`src/rtl/instr_fetch.sv`:
```
// Instruction fetch stage. Owns the PC, issues single-outstanding requests to
// instruction memory and drives the registered instr / pc_plus_4 / interrupt
// slot that decode reads. Redirects come back from decode on branch_sel, and
// interrupts are taken by injecting INT_INSTR into the slot.
//
// Memory handshake: imem_req is a one-cycle strobe and imem_addr is
// meaningful only in that cycle. Memory answers exactly once, one or more
// cycles later, with a one-cycle imem_valid carrying imem_rdata. There is no
// ready signal: a new request is issued only after the previous answer has
// been taken (or a reset has abandoned it), so at most one is in flight.
// Decode consumes the slot on a cycle where valid=1 and stall=0.
module instr_fetch #(
   parameter logic [31:0] RESET_PC  = 32'h0000_0000,
   parameter logic [31:0] INT_INSTR = 32'h0000_0000,
   parameter logic [31:0] NOP_INSTR = 32'h0000_0000
) (
   input  logic        clk,
   input  logic        rst,
   input  logic        stall,
   input  logic        branch_sel,
   input  logic [31:0] branch_pc,
   input  logic        returni,
   input  logic        int_req,
   output logic        int_ack,
   output logic        imem_req,
   output logic [31:0] imem_addr,
   input  logic        imem_valid,
   input  logic [31:0] imem_rdata,
   output logic [31:0] instr,
   output logic [31:0] pc_plus_4,
   output logic        interrupt,
   output logic        valid,
   output logic [1:0]  fsm_state
);

   typedef enum logic [1:0] {
      FETCH = 2'd0,
      WAIT  = 2'd1,
      HOLD  = 2'd2
   } state_t;

   state_t      state, state_nxt;
   logic [31:0] pc, pc_nxt, pc_inc;
   logic [31:0] hold_buf, hold_buf_nxt;
   logic        drop, drop_nxt;
   logic        int_pending, int_pending_nxt;
   logic        in_isr, in_isr_nxt;
   logic [31:0] instr_nxt, pc_plus_4_nxt;
   logic        valid_nxt, interrupt_nxt;
   logic        inject, deliver;
   logic [31:0] deliver_word;

   // pc+4 wraps modulo 2^32; the fetch address is the raw PC, alignment is decode's job.
   assign pc_inc    = pc + 32'd4;
   assign imem_addr = pc;
   assign fsm_state = state;

   // State register plus PC, hold buffer, slot and interrupt bookkeeping.
   always_ff @(posedge clk) begin
      if (rst) begin
         state       <= FETCH;
         pc          <= RESET_PC;
         hold_buf    <= NOP_INSTR;
         drop        <= 1'b0;
         int_pending <= 1'b0;
         in_isr      <= 1'b0;
         instr       <= NOP_INSTR;
         pc_plus_4   <= 32'd0;
         valid       <= 1'b0;
         interrupt   <= 1'b0;
      end else begin
         state       <= state_nxt;
         pc          <= pc_nxt;
         hold_buf    <= hold_buf_nxt;
         drop        <= drop_nxt;
         int_pending <= int_pending_nxt;
         in_isr      <= in_isr_nxt;
         instr       <= instr_nxt;
         pc_plus_4   <= pc_plus_4_nxt;
         valid       <= valid_nxt;
         interrupt   <= interrupt_nxt;
      end
   end

   // Next-state, slot update and request/ack strobes; redirect overrides all but reset.
   always_comb begin
      state_nxt       = state;
      pc_nxt          = pc;
      hold_buf_nxt    = hold_buf;
      drop_nxt        = drop;
      int_pending_nxt = int_pending;
      in_isr_nxt      = in_isr;
      instr_nxt       = instr;
      pc_plus_4_nxt   = pc_plus_4;
      valid_nxt       = valid;
      interrupt_nxt   = interrupt;
      imem_req        = 1'b0;
      int_ack         = 1'b0;
      deliver         = 1'b0;
      deliver_word    = hold_buf;
      inject          = (state == FETCH) && int_pending && !in_isr && !stall && !branch_sel;

      case (state)
         FETCH: begin
            if (!branch_sel) begin
               if (inject) begin
                  // Return PC is the next unexecuted instruction, i.e. the current PC.
                  instr_nxt     = INT_INSTR;
                  pc_plus_4_nxt = pc;
                  valid_nxt     = 1'b1;
                  interrupt_nxt = 1'b1;
                  int_ack       = 1'b1;
               end else begin
                  imem_req  = 1'b1;
                  state_nxt = WAIT;
                  if (!stall) begin
                     valid_nxt = 1'b0;
                     instr_nxt = NOP_INSTR;
                  end
               end
            end
         end
         WAIT: begin
            if (branch_sel) begin
               // A response still in flight belongs to the old path: mark it for discard.
               if (imem_valid) begin
                  state_nxt = FETCH;
                  drop_nxt  = 1'b0;
               end else begin
                  drop_nxt = 1'b1;
               end
            end else if (imem_valid) begin
               if (drop) begin
                  drop_nxt  = 1'b0;
                  state_nxt = FETCH;
                  if (!stall) begin
                     valid_nxt = 1'b0;
                     instr_nxt = NOP_INSTR;
                  end
               end else if (stall) begin
                  hold_buf_nxt = imem_rdata;
                  state_nxt    = HOLD;
               end else begin
                  deliver      = 1'b1;
                  deliver_word = imem_rdata;
               end
            end else if (!stall) begin
               valid_nxt = 1'b0;
               instr_nxt = NOP_INSTR;
            end
         end
         HOLD: begin
            if (branch_sel) begin
               state_nxt = FETCH;
            end else if (!stall) begin
               deliver = 1'b1;
            end
         end
         default: state_nxt = FETCH;
      endcase

      if (deliver) begin
         instr_nxt     = deliver_word;
         pc_plus_4_nxt = pc_inc;
         valid_nxt     = 1'b1;
         interrupt_nxt = 1'b0;
         pc_nxt        = pc_inc;
         state_nxt     = FETCH;
      end

      if (branch_sel) begin
         pc_nxt        = branch_pc;
         valid_nxt     = 1'b0;
         instr_nxt     = NOP_INSTR;
         interrupt_nxt = 1'b0;
      end

      // A new request wins over the clear from an injection in the same cycle.
      if (int_req) begin
         int_pending_nxt = 1'b1;
      end else if (inject) begin
         int_pending_nxt = 1'b0;
      end

      if (inject) begin
         in_isr_nxt = 1'b1;
      end else if (returni) begin
         in_isr_nxt = 1'b0;
      end

      if (rst) begin
         imem_req = 1'b0;
         int_ack  = 1'b0;
      end
   end

endmodule

```
`config.mk`:
```
export PLATFORM = sky130hd
export DESIGN_NAME = instr_fetch
export DESIGN_NICKNAME = d
export VERILOG_FILES = /design/src/rtl/instr_fetch.sv
export SDC_FILE = /design/constraint.sdc
export NUM_CORES = 1
export LEC_CHECK = 0
export ABC_AREA = 0
export CAP_MARGIN = 10
export CORE_AREA = 3 3 115 117
export CTS_BUF_LIST = sky130_fd_sc_hd__clkbuf_8
export DETAILED_ROUTE_END_ITERATION = 8
export DIE_AREA = 0 0 118 120
export PLACE_DENSITY = 0.8
export SYNTH_ARGS = -nofsm -noshare
export SYNTH_HDL_FRONTEND = slang
export SYNTH_SLANG_ARGS = --single-unit
```
`constraint.sdc`:
```
create_clock -name clk -period 2.7 [get_ports clk]
set_input_delay 0.405 -clock clk [delete_from_list [all_inputs] [get_ports clk]]
set_output_delay 0.405 -clock clk [all_outputs]
set_load 0.005 [all_outputs]
```
Word-level counts from Yosys, hierarchy flattened. Index checks and enable logic that the tools add are counted.

Output and inout bits: 102. Input bits: 71. Bits in registers: 135.

Bitwise gates (word level): 2. Reductions and logical operators: 24. Add/subtract/negate cells: 1. Equal/unequal tests: 9. Mux-type cells: 52.

Operators with widths (number): $mux 32 (15); $pmux 32 s2 (1); $add 32x3->32 const B (1); $mux 1 (25); $mux 2 (8); $reduce_bool 2->1 (6); $reduce_and 5->1 (2); $ne 2x2->1 const B (4); $ne 4x4->1 const B (2); $pmux 2 s3 (1); $reduce_and 2->1 (3); $logic_and 1x1->1 (4); $pmux 1 s2 (2); $reduce_or 2->1 (2); $logic_not 1->1 (3); $reduce_and 3->1 (1); $reduce_bool 3->1 (1); $reduce_or 3->1 (1); $eq 2x1->1 const B (1); $eq 2x2->1 const B (1); $logic_not 2->1 (1); $ne 2x1->1 const B (1); $not 1->1 (2).

Longest topological paths before layout. Gate-level depths: netlist (run 1).

Depth after elaboration: 9. Gate-level depth with buffers: 10. Gate-level depth less buffers: 7.

Worst setup path before layout (run 1). Ideal clock, no wire load.

Path kind: reg-to-reg. Start: reg state[0], in the netlist fsm_state[0]. End: reg instr[0]. Setup time: 128 ps. Buffers on the path: 1. Stages on the path, launching flop included: 9. Arrival time: 1898 ps. Slack: 675 ps. Path through: dfxtp_1 inv_1 ha_1 nor3b_4 o21a_1 o21ai_1 buf_2 a21oi_1 nor2_1.

Longest elaborated chain between the ends: 8. Elaborated cells on any way between the ends: 15.

Ends and longest elaborated chain: start: declaration (line 42) `state_t state, state_nxt;`; start signal: assignment (line 72) `state <= state_nxt;`; $logic_not 2->1 (line 101, 103); $logic_and 1x1->1 (4 in a row) (line 101) `inject = (state == FETCH) && int_pending && !in_isr && !stall && !branch_sel;`; $mux 32 (line 106) `if (inject) begin`; $pmux 32 s2 (line 103) `case (state)`; $mux 32 (line 162) `if (deliver) begin`; end signal: assignment (line 78) `instr <= instr_nxt;`; end: declaration (line 29) `output logic [31:0] instr,`.

Parallel ways exist; a longest one is shown, timed or not. A chain may end at the register's enable or synchronous reset.

Worst setup path after layout (run 1).
Start: reg state[0], in the netlist fsm_state[0]. End: out int_ack.

Longest elaborated chain between the ends: 9.

Ends and longest elaborated chain: $logic_not 2->1 (*) (line 101, 103); $logic_and 1x1->1 (4 in a row) (line 101); $mux 1 (line 106); $mux 1 (line 105) `if (!branch_sel) begin`; $mux 1 (*) (line 103); $mux 1 (*) (line 191) `if (rst) begin`; end: declaration (line 24) `output logic int_ack,`.

Every way passes the cells marked *; elsewhere a longest branch is shown, timed or not.

==> results of run 1 <==
[cells in the mapped netlist (3+ instances only)]
cell	n
sky130_fd_sc_hd__and3_1	8
sky130_fd_sc_hd__buf_6	3
sky130_fd_sc_hd__nand2_1	154
sky130_fd_sc_hd__and4_1	4
sky130_fd_sc_hd__a21oi_1	120
sky130_fd_sc_hd__nor3_1	27
sky130_fd_sc_hd__o21a_1	7
sky130_fd_sc_hd__nor2_1	91
sky130_fd_sc_hd__a211oi_2	3
sky130_fd_sc_hd__o21bai_1	7
sky130_fd_sc_hd__buf_1	5
sky130_fd_sc_hd__a211oi_1	25
sky130_fd_sc_hd__clkbuf_1	37
sky130_fd_sc_hd__nor4_4	3
sky130_fd_sc_hd__xnor2_1	22
sky130_fd_sc_hd__buf_2	12
sky130_fd_sc_hd__inv_1	15
sky130_fd_sc_hd__nor4_2	6
sky130_fd_sc_hd__ha_1	5
sky130_fd_sc_hd__mux2i_1	5
sky130_fd_sc_hd__xor2_1	3
sky130_fd_sc_hd__nor4_1	5
sky130_fd_sc_hd__a2111oi_0	4
sky130_fd_sc_hd__o31a_1	3
sky130_fd_sc_hd__o211ai_1	4
sky130_fd_sc_hd__dfxtp_1	135
sky130_fd_sc_hd__nand3_1	11
[report_power, final]
group          switching, uW  internal (uW)
clock                    711            734
combinational            412            409
sequential              87.1           2090
total                   1210           3230
[path summary, 6_finish.rpt]
path | slack, ns | to | cells after the start
setup / recovery | 0.26 | int_ack | 5
setup reg to reg | 0.28 | pc_plus_4[31] | 7
hold reg to reg | 0.45 | hold_buf[1] | 2
hold / removal | 0.29 | interrupt | 3
[sequential cells by signal (all words and copies together), names as in the netlist]
signal / cells
hold_buf: 32
imem_addr: 32
instr: 32
pc_plus_4: 32
fsm_state: 2
drop: 1
in_isr: 1
int_pending: 1
interrupt: 1
valid: 1
[through the flow]
| step | power [uW] | utilization, % |
|---|---|---|
| floorplan | 2610 | - |
| global placement | 3020 | 63.4 |
| detailed placement | 3030 | 63.4 |
| CTS | 4470 | 66.0 |
| global route | 4650 | 66.0 |
| finish | 4440 | 66.0 |
[final cells by class]
class                      instances  area [um^2]
inverter                          15         56.3
sequential                       135         2700
timing repair buffer             196         1900
tap                              172          215
multi-input combinational        545         3030
clock buffer                      19          262
fill                            1065         4240
clock inverter                     8         63.8
[worst max-delay path, stage by stage (launching register included)]
cell and delay [ns]:
sky130_fd_sc_hd__dfxtp_2 0.34, sky130_fd_sc_hd__inv_1 0.11, sky130_fd_sc_hd__ha_1 0.28, sky130_fd_sc_hd__nand4bb_1 0.15, sky130_fd_sc_hd__nor2_1 0.20, sky130_fd_sc_hd__clkdlybuf4s50_1 0.53
[layer usage]
metal | share of wire (%) | wire length, um | GRT usage (%)
met2 | 45 | 7580 | 36.8
met1 | 45 | 7580 | 32.2
met4 | 2.6 | 436 | 10.4
met3 | 6.9 | 1160 | 5.56
met5 | 0.078 | 13 | 0
[cell families after synthesis]
kind of cell	after synthesis	synth area share, %
mux	5	0.831
xor+xnor	25	3.64
flops	135	44.9
buf+inv	74	5.36
simple gates	326	25.5
fa+ha+maj	5	1.04
compound gates	184	18.7
==> load_flow_metrics.sql, run 1 <==
INSERT INTO impl_metrics (metric_group, metric, value, unit) VALUES
('cts', 'postCtsSetupBuffers', '0', ''),
('worst_hold_path', 'worst_hold_startpoint', 'rst', ''),
('cts', 'ctsRootBufferMaster', 'sky130_fd_sc_hd__clkbuf_8', ''),
('yosys', 'ys_top_cells_by_area', 'sky130_fd_sc_hd__dfxtp_1 (45%), sky130_fd_sc_hd__a21oi_1 (10%), sky130_fd_sc_hd__nand2_1 (9.6%)', ''),
('timing', 'relSlewSlack', '49.6', '%'),
('yosys', 'yosys_warnings', '0', ''),
('yosys', 'yosysUniqueCellTypes', '52', ''),
('drt', 'route.antenna.remaining_nets', '0', ''),
('timing', 'whs', '0.292', 'ns'),
('cts', 'cts.htree.levels', '4', ''),
('cells_and_area', 'num_antenna_cells', '0', ''),
('cells_and_area', 'mostFrequentLayoutCell', 'sky130_fd_sc_hd__clkdlybuf4s50_1', ''),
('die', 'die-width', '118', 'um'),
('timing', 'finalCritPeriodShare', '90.5', '%'),
('cts', 'cts_tree', 'built', ''),
('yosys', 'synth_top_area_share', '44.9', '%'),
('placed_design', 'gp_routability_congestion', '0.836', ''),
('outcome', 'outcome', 'completed', ''),
('grt', 'first_global_vias', '5518', ''),
('grt', 'grt_antenna_before_repair', '1', ''),
('drt', 'routed-via-count', '5817', ''),
('drt', 'drt_first_iter_violations', '533', ''),
('placed_design', 'dp.cells', '1063', ''),
('die', 'design.portCount', '173', ''),
('power', 'power.density_cell_area', '540', 'nW/um^2'),
('yosys', 'ys_seq_elements', '135', ''),
('worst_setup_path', 'regToRegStartpoint', 'fsm_state[1]', ''),
('yosys', 'yosys_most_used_dff', 'sky130_fd_sc_hd__dfxtp_1', ''),
('timing', 'final_layout_setup_total_negative_slack', '0', 'ns'),
('drt', 'totalWireLength', '16800', 'um'),
('worst_setup_path', 'endpoint_kind', 'primary output', ''),
('yosys', 'syn_area_per_cell', '7.98', 'um^2'),
('cts', 'worst_setup_hold_path_clk_slew', '0.07', 'ns'),
('placed_design', 'postPlaceCellArea', '7900', 'um^2'),
('cts', 'cts.hold.buffers_added', '0', ''),
('cells_and_area', 'final_layout_size_suffix_gt1_share', '8.06', '%'),
('timing', 'final_critical_path_setup_slack', '0.256', 'ns'),
('timing', 'maximum_clock_skew_at_final_layout', '0.0114', 'ns'),
('worst_setup_path', 'timing.critical_path.required', '2.30', 'ns'),
('die', 'die_height', '120', 'um'),
('placed_design', 'dpl_worst_slack', '0.140', 'ns'),
('yosys', 'postSynthCellCount', '754', ''),
('yosys', 'synthDominantAreaCellType', 'sky130_fd_sc_hd__dfxtp_1', ''),
('grt', 'grt-ovfl-total', '0', ''),
('cells_and_area', 'final_design_area_no_fill', '8230', 'um^2'),
('die', 'initial_utilization', '48.3', '%'),
('drt', 'drt_first_pass_iters', '5', ''),
('cells_and_area', 'layout.cells.most_common_list', 'sky130_fd_sc_hd__clkdlybuf4s50_1 (170), sky130_fd_sc_hd__nand2_1 (154), sky130_fd_sc_hd__dfxtp_1 (134)', ''),
('drt', 'drc', '0', ''),
('timing', 'timing.final.setup_violations', '0', ''),
('die', 'core.rowCount', '41', ''),
('drt', 'route.detailed.wl_per_inst', '15.4', 'um'),
('yosys', 'edff_count_synth', '0', ''),
('worst_setup_path', 'worstSetupPathType', 'reg -> out', ''),
('power', 'power.leakage', '0.00279', 'uW'),
('worst_hold_path', 'hold_class', 'in -> reg', ''),
('timing', 'hold_viol_final', '0', ''),
('yosys', 'async_reset_ff_share', '0', '%'),
('worst_setup_path', 'worst_setup_path_startpoint', 'fsm_state[0]', ''),
('run', 'cap_viol_max_count', '0', ''),
('power', 'ir_worst_vdd', '0.316', 'mV'),
('worst_setup_path', 'arrival', '2.04', 'ns'),
('die', 'design.die.area', '14200', 'um^2'),
('timing', 'maxClockFrequency', '409', 'MHz'),
('yosys', 'seq_area_frac_synth', '44.9', '%'),
('cts', 'clk-insertion-delay-late', '0.44', 'ns'),
('cells_and_area', 'layout.cells.non_filler', '1090', ''),
('worst_setup_path', 'worstPathMaxFanout', '6', ''),
('placed_design', 'hpwlAfterDp', '11500', 'um'),
('cts', 'post_cts_resized', '1', ''),
('timing', 'worst_margin_slew', '0.756', 'ns');
Note: power is estimated with default switching activity, not from simulation.
==> run 2: changes to the inputs <==
Settings changed: CORE_AREA 3 3 115 117 to 3 3 144 146, CTS_CLUSTER_SIZE set to 12, DIE_AREA 0 0 118 120 to 0 0 147 149, PLACE_DENSITY 0.8 to 0.54.
==> load_flow_metrics.sql, run 2 (synthesized netlist as in run 1, its figures left out) <==
INSERT INTO impl_metrics (metric_group, metric, value, unit) VALUES
('power', 'net-switching-power', '1360', 'uW'),
('die', 'core.rowCount', '51', ''),
('worst_setup_path', 'worstSetupPathType', 'in -> out', ''),
('timing', 'final_layout_setup_total_negative_slack', '0', 'ns'),
('timing', 'maxClockFrequency', '398', 'MHz'),
('timing', 'post-route-min-period', '2.52', 'ns'),
('drt', 'drt_first_pass_iters', '4', ''),
('power', 'clk_network_pwr_share', '39.3', '%'),
('power', 'power.density_cell_area', '583', 'nW/um^2'),
('die', 'die_height', '149', 'um'),
('timing', 'whs', '0.373', 'ns'),
('worst_setup_path', 'worstPathMaxFanout', '8', ''),
('timing', 'finalCritPeriodShare', '93.2', '%'),
('die', 'die-width', '147', 'um'),
('timing', 'relSlewSlack', '42.5', '%'),
('die', 'design.die.area', '21900', 'um^2'),
('timing', 'timing.final.setup_violations', '0', ''),
('timing', 'worst_margin_slew', '0.863', 'ns'),
('outcome', 'outcome', 'completed', ''),
('cells_and_area', 'mostFrequentLayoutCell', 'sky130_fd_sc_hd__clkdlybuf4s50_1', ''),
('cts', 'cts.hold.buffers_added', '0', ''),
('cells_and_area', 'area_growth_syn_to_layout', '41.9', '%'),
('placed_design', 'port_buffers', '172', ''),
('grt', 'grt_antenna_before_repair', '2', ''),
('worst_setup_path', 'startpoint_type', 'input port', ''),
('drt', 'routed-via-count', '5667', ''),
('cells_and_area', 'final_layout_size_suffix_gt1_share', '9.60', '%'),
('cts', 'cts.sink_count', '135', ''),
('cells_and_area', 'num_antenna_cells', '0', ''),
('cts', 'cts.htree.levels', '4', ''),
('grt', 'first_global_vias', '5564', ''),
('placed_design', 'hpwlAfterDp', '12800', 'um'),
('timing', 'maximum_clock_skew_at_final_layout', '0.0145', 'ns'),
('power', 'power.leakage', '0.00285', 'uW'),
('drt', 'drc', '0', ''),
('run', 'cap_viol_max_count', '0', ''),
('worst_setup_path', 'arrival', '2.11', 'ns'),
('worst_setup_path', 'critical-path-top-delay-family', 'buffers and inverters', ''),
('drt', 'totalWireLength', '18800', 'um'),
('cts', 'numCtsBuffers', '17', ''),
('cts', 'ctsRootBufferMaster', 'sky130_fd_sc_hd__clkbuf_8', ''),
('worst_setup_path', 'endpoint_kind', 'primary output', ''),
('worst_hold_path', 'hold_class', 'in -> reg', ''),
('grt', 'grt_max_degree', '77', ''),
('cts', 'worst_setup_hold_path_clk_slew', '0.08', 'ns'),
('worst_setup_path', 'worst_path_most_repeated_cell', 'sky130_fd_sc_hd__clkdlybuf4s50_1', ''),
('grt', 'grt_pass1_wl', '30600', 'um'),
('cts', 'clockBufferDepth', '2', ''),
('worst_setup_path', 'timing.critical_path.required', '2.30', 'ns'),
('cts', 'clk-insertion-delay-late', '0.45', 'ns'),
('placed_design', 'gp_routability_congestion', '0.772', ''),
('power', 'ir_worst_vdd', '0.290', 'mV'),
('power', 'combinational_group_share_of_total_power', '17.1', '%'),
('worst_setup_path', 'critical_path.n_buffers_inverters', '2', ''),
('drt', 'route.detailed.wl_per_inst', '15.8', 'um'),
('power', 'sequentialPowerShare', '43.6', '%'),
('worst_setup_path', 'critical_path.slowest_cell', 'sky130_fd_sc_hd__clkdlybuf4s50_1', ''),
('cells_and_area', 'layout.cells.most_common_list', 'sky130_fd_sc_hd__clkdlybuf4s50_1 (171), sky130_fd_sc_hd__nand2_1 (154), sky130_fd_sc_hd__dfxtp_1 (133)', ''),
('cts', 'cts_tree', 'built', ''),
('drt', 'via_per_inst', '4.75', ''),
('timing', 'hold_viol_final', '0', ''),
('die', 'design.portCount', '173', ''),
('cells_and_area', 'finalNetCount', '990', ''),
('drt', 'drt_first_iter_violations', '338', ''),
('worst_setup_path', 'crit_path_cell_trace', 'clkdlybuf4s50_1 -> or2_2 -> nor2_1 -> clkdlybuf4s50_1', ''),
('power', 'totalPowerFinal', '4980', 'uW'),
('die', 'initial_utilization', '30.8', '%'),
('power', 'sw_frac_of_total', '27.3', '%'),
('grt', 'grt_usage', '17.4', '%'),
('grt', 'grt-ovfl-total', '0', ''),
('worst_setup_path', 'cp_slowest_stage_delay', '0.58', 'ns'),
('drt', 'route.antenna.remaining_nets', '0', ''),
('die', 'core_area', '19500', 'um^2'),
('timing', 'slew_viol_final', '0', ''),
('power', 'internal_power', '3620', 'uW'),
('cells_and_area', 'utilization', '43.7', '%'),
('timing', 'setup_repair_after_global_routing_missed_its_margin', 'false', '');
-- run 2: worst register-to-register path, stage by stage, from the launching register on --
cell and delay (ns):
sky130_fd_sc_hd__dfxtp_2 0.37, sky130_fd_sc_hd__inv_1 0.09, sky130_fd_sc_hd__ha_2 0.33, sky130_fd_sc_hd__nor3b_4 0.37
sky130_fd_sc_hd__o21ai_4 0.20, sky130_fd_sc_hd__nor3_1 0.40, sky130_fd_sc_hd__nor3_1 0.08, sky130_fd_sc_hd__a2111oi_0 0.38
-- run 2: layout make-up --
type / count / area [um^2]
Fill cell: 2016 / 11000
Multi-Input combinational cell: 545 / 3030
Sequential cell: 135 / 2710
Timing Repair Buffer: 200 / 1950
Tap cell: 265 / 332
Clock buffer: 17 / 234
Clock inverter: 15 / 226
Inverter: 15 / 56.3
-- run 2: stage by stage --
stage,cells,area (um^2),worst slack (ns)
detailed placement,1160,8070,0.0655
global route,1192,8540,0.0436
global placement,1160,8070,0.0621
CTS,1192,8540,0.0660
floorplan,754,6020,0.675
finish,1192,8540,0.184
-- run 2: layer usage --
metal / track usage (%) / part of all wire, % / vias up
li1: - / - / 2898
met1: 24.6 / 48 / 2617
met2: 26.0 / 44 / 136
met3: 4.98 / 5.9 / 12
met4: 4.80 / 1.1 / 4
met5: 0 / 0.14 / -
-- run 2: final timing paths --
path	slack, ns	start	to	depth (start not counted)
worst max-delay path	0.18	branch_sel	int_ack	4
worst min-delay path	0.37	rst	instr[10]	3
worst max register to register	0.36	fsm_state[1]	pc_plus_4[9]	7
worst min register to register	0.46	hold_buf[0]	hold_buf[0]	2
-- run 2: power groups by stage --
stage / logic [uW] / registers (uW) / clock network, uW
5_1_grt: 941 / 2190 / 2100
2_1_floorplan: 407 / 2200 / 0
4_1_cts: 865 / 2170 / 2010
3_5_place_dp: 856 / 2220 / 0
6_report: 851 / 2170 / 1960
3_3_place_gp: 857 / 2220 / 0
-- run 2: repair_timing --
action	in CTS	in global routing
cloned	0	0
endpoints found under the setup margin	1	1
buffers inserted	0	0
resized for setup	2	2
==> run 3: changes to the inputs <==
Settings changed: SLEW_MARGIN set to 0.
==> results of run 3 <==
The final DEF is identical to that of run 2; final timing and power are the same.
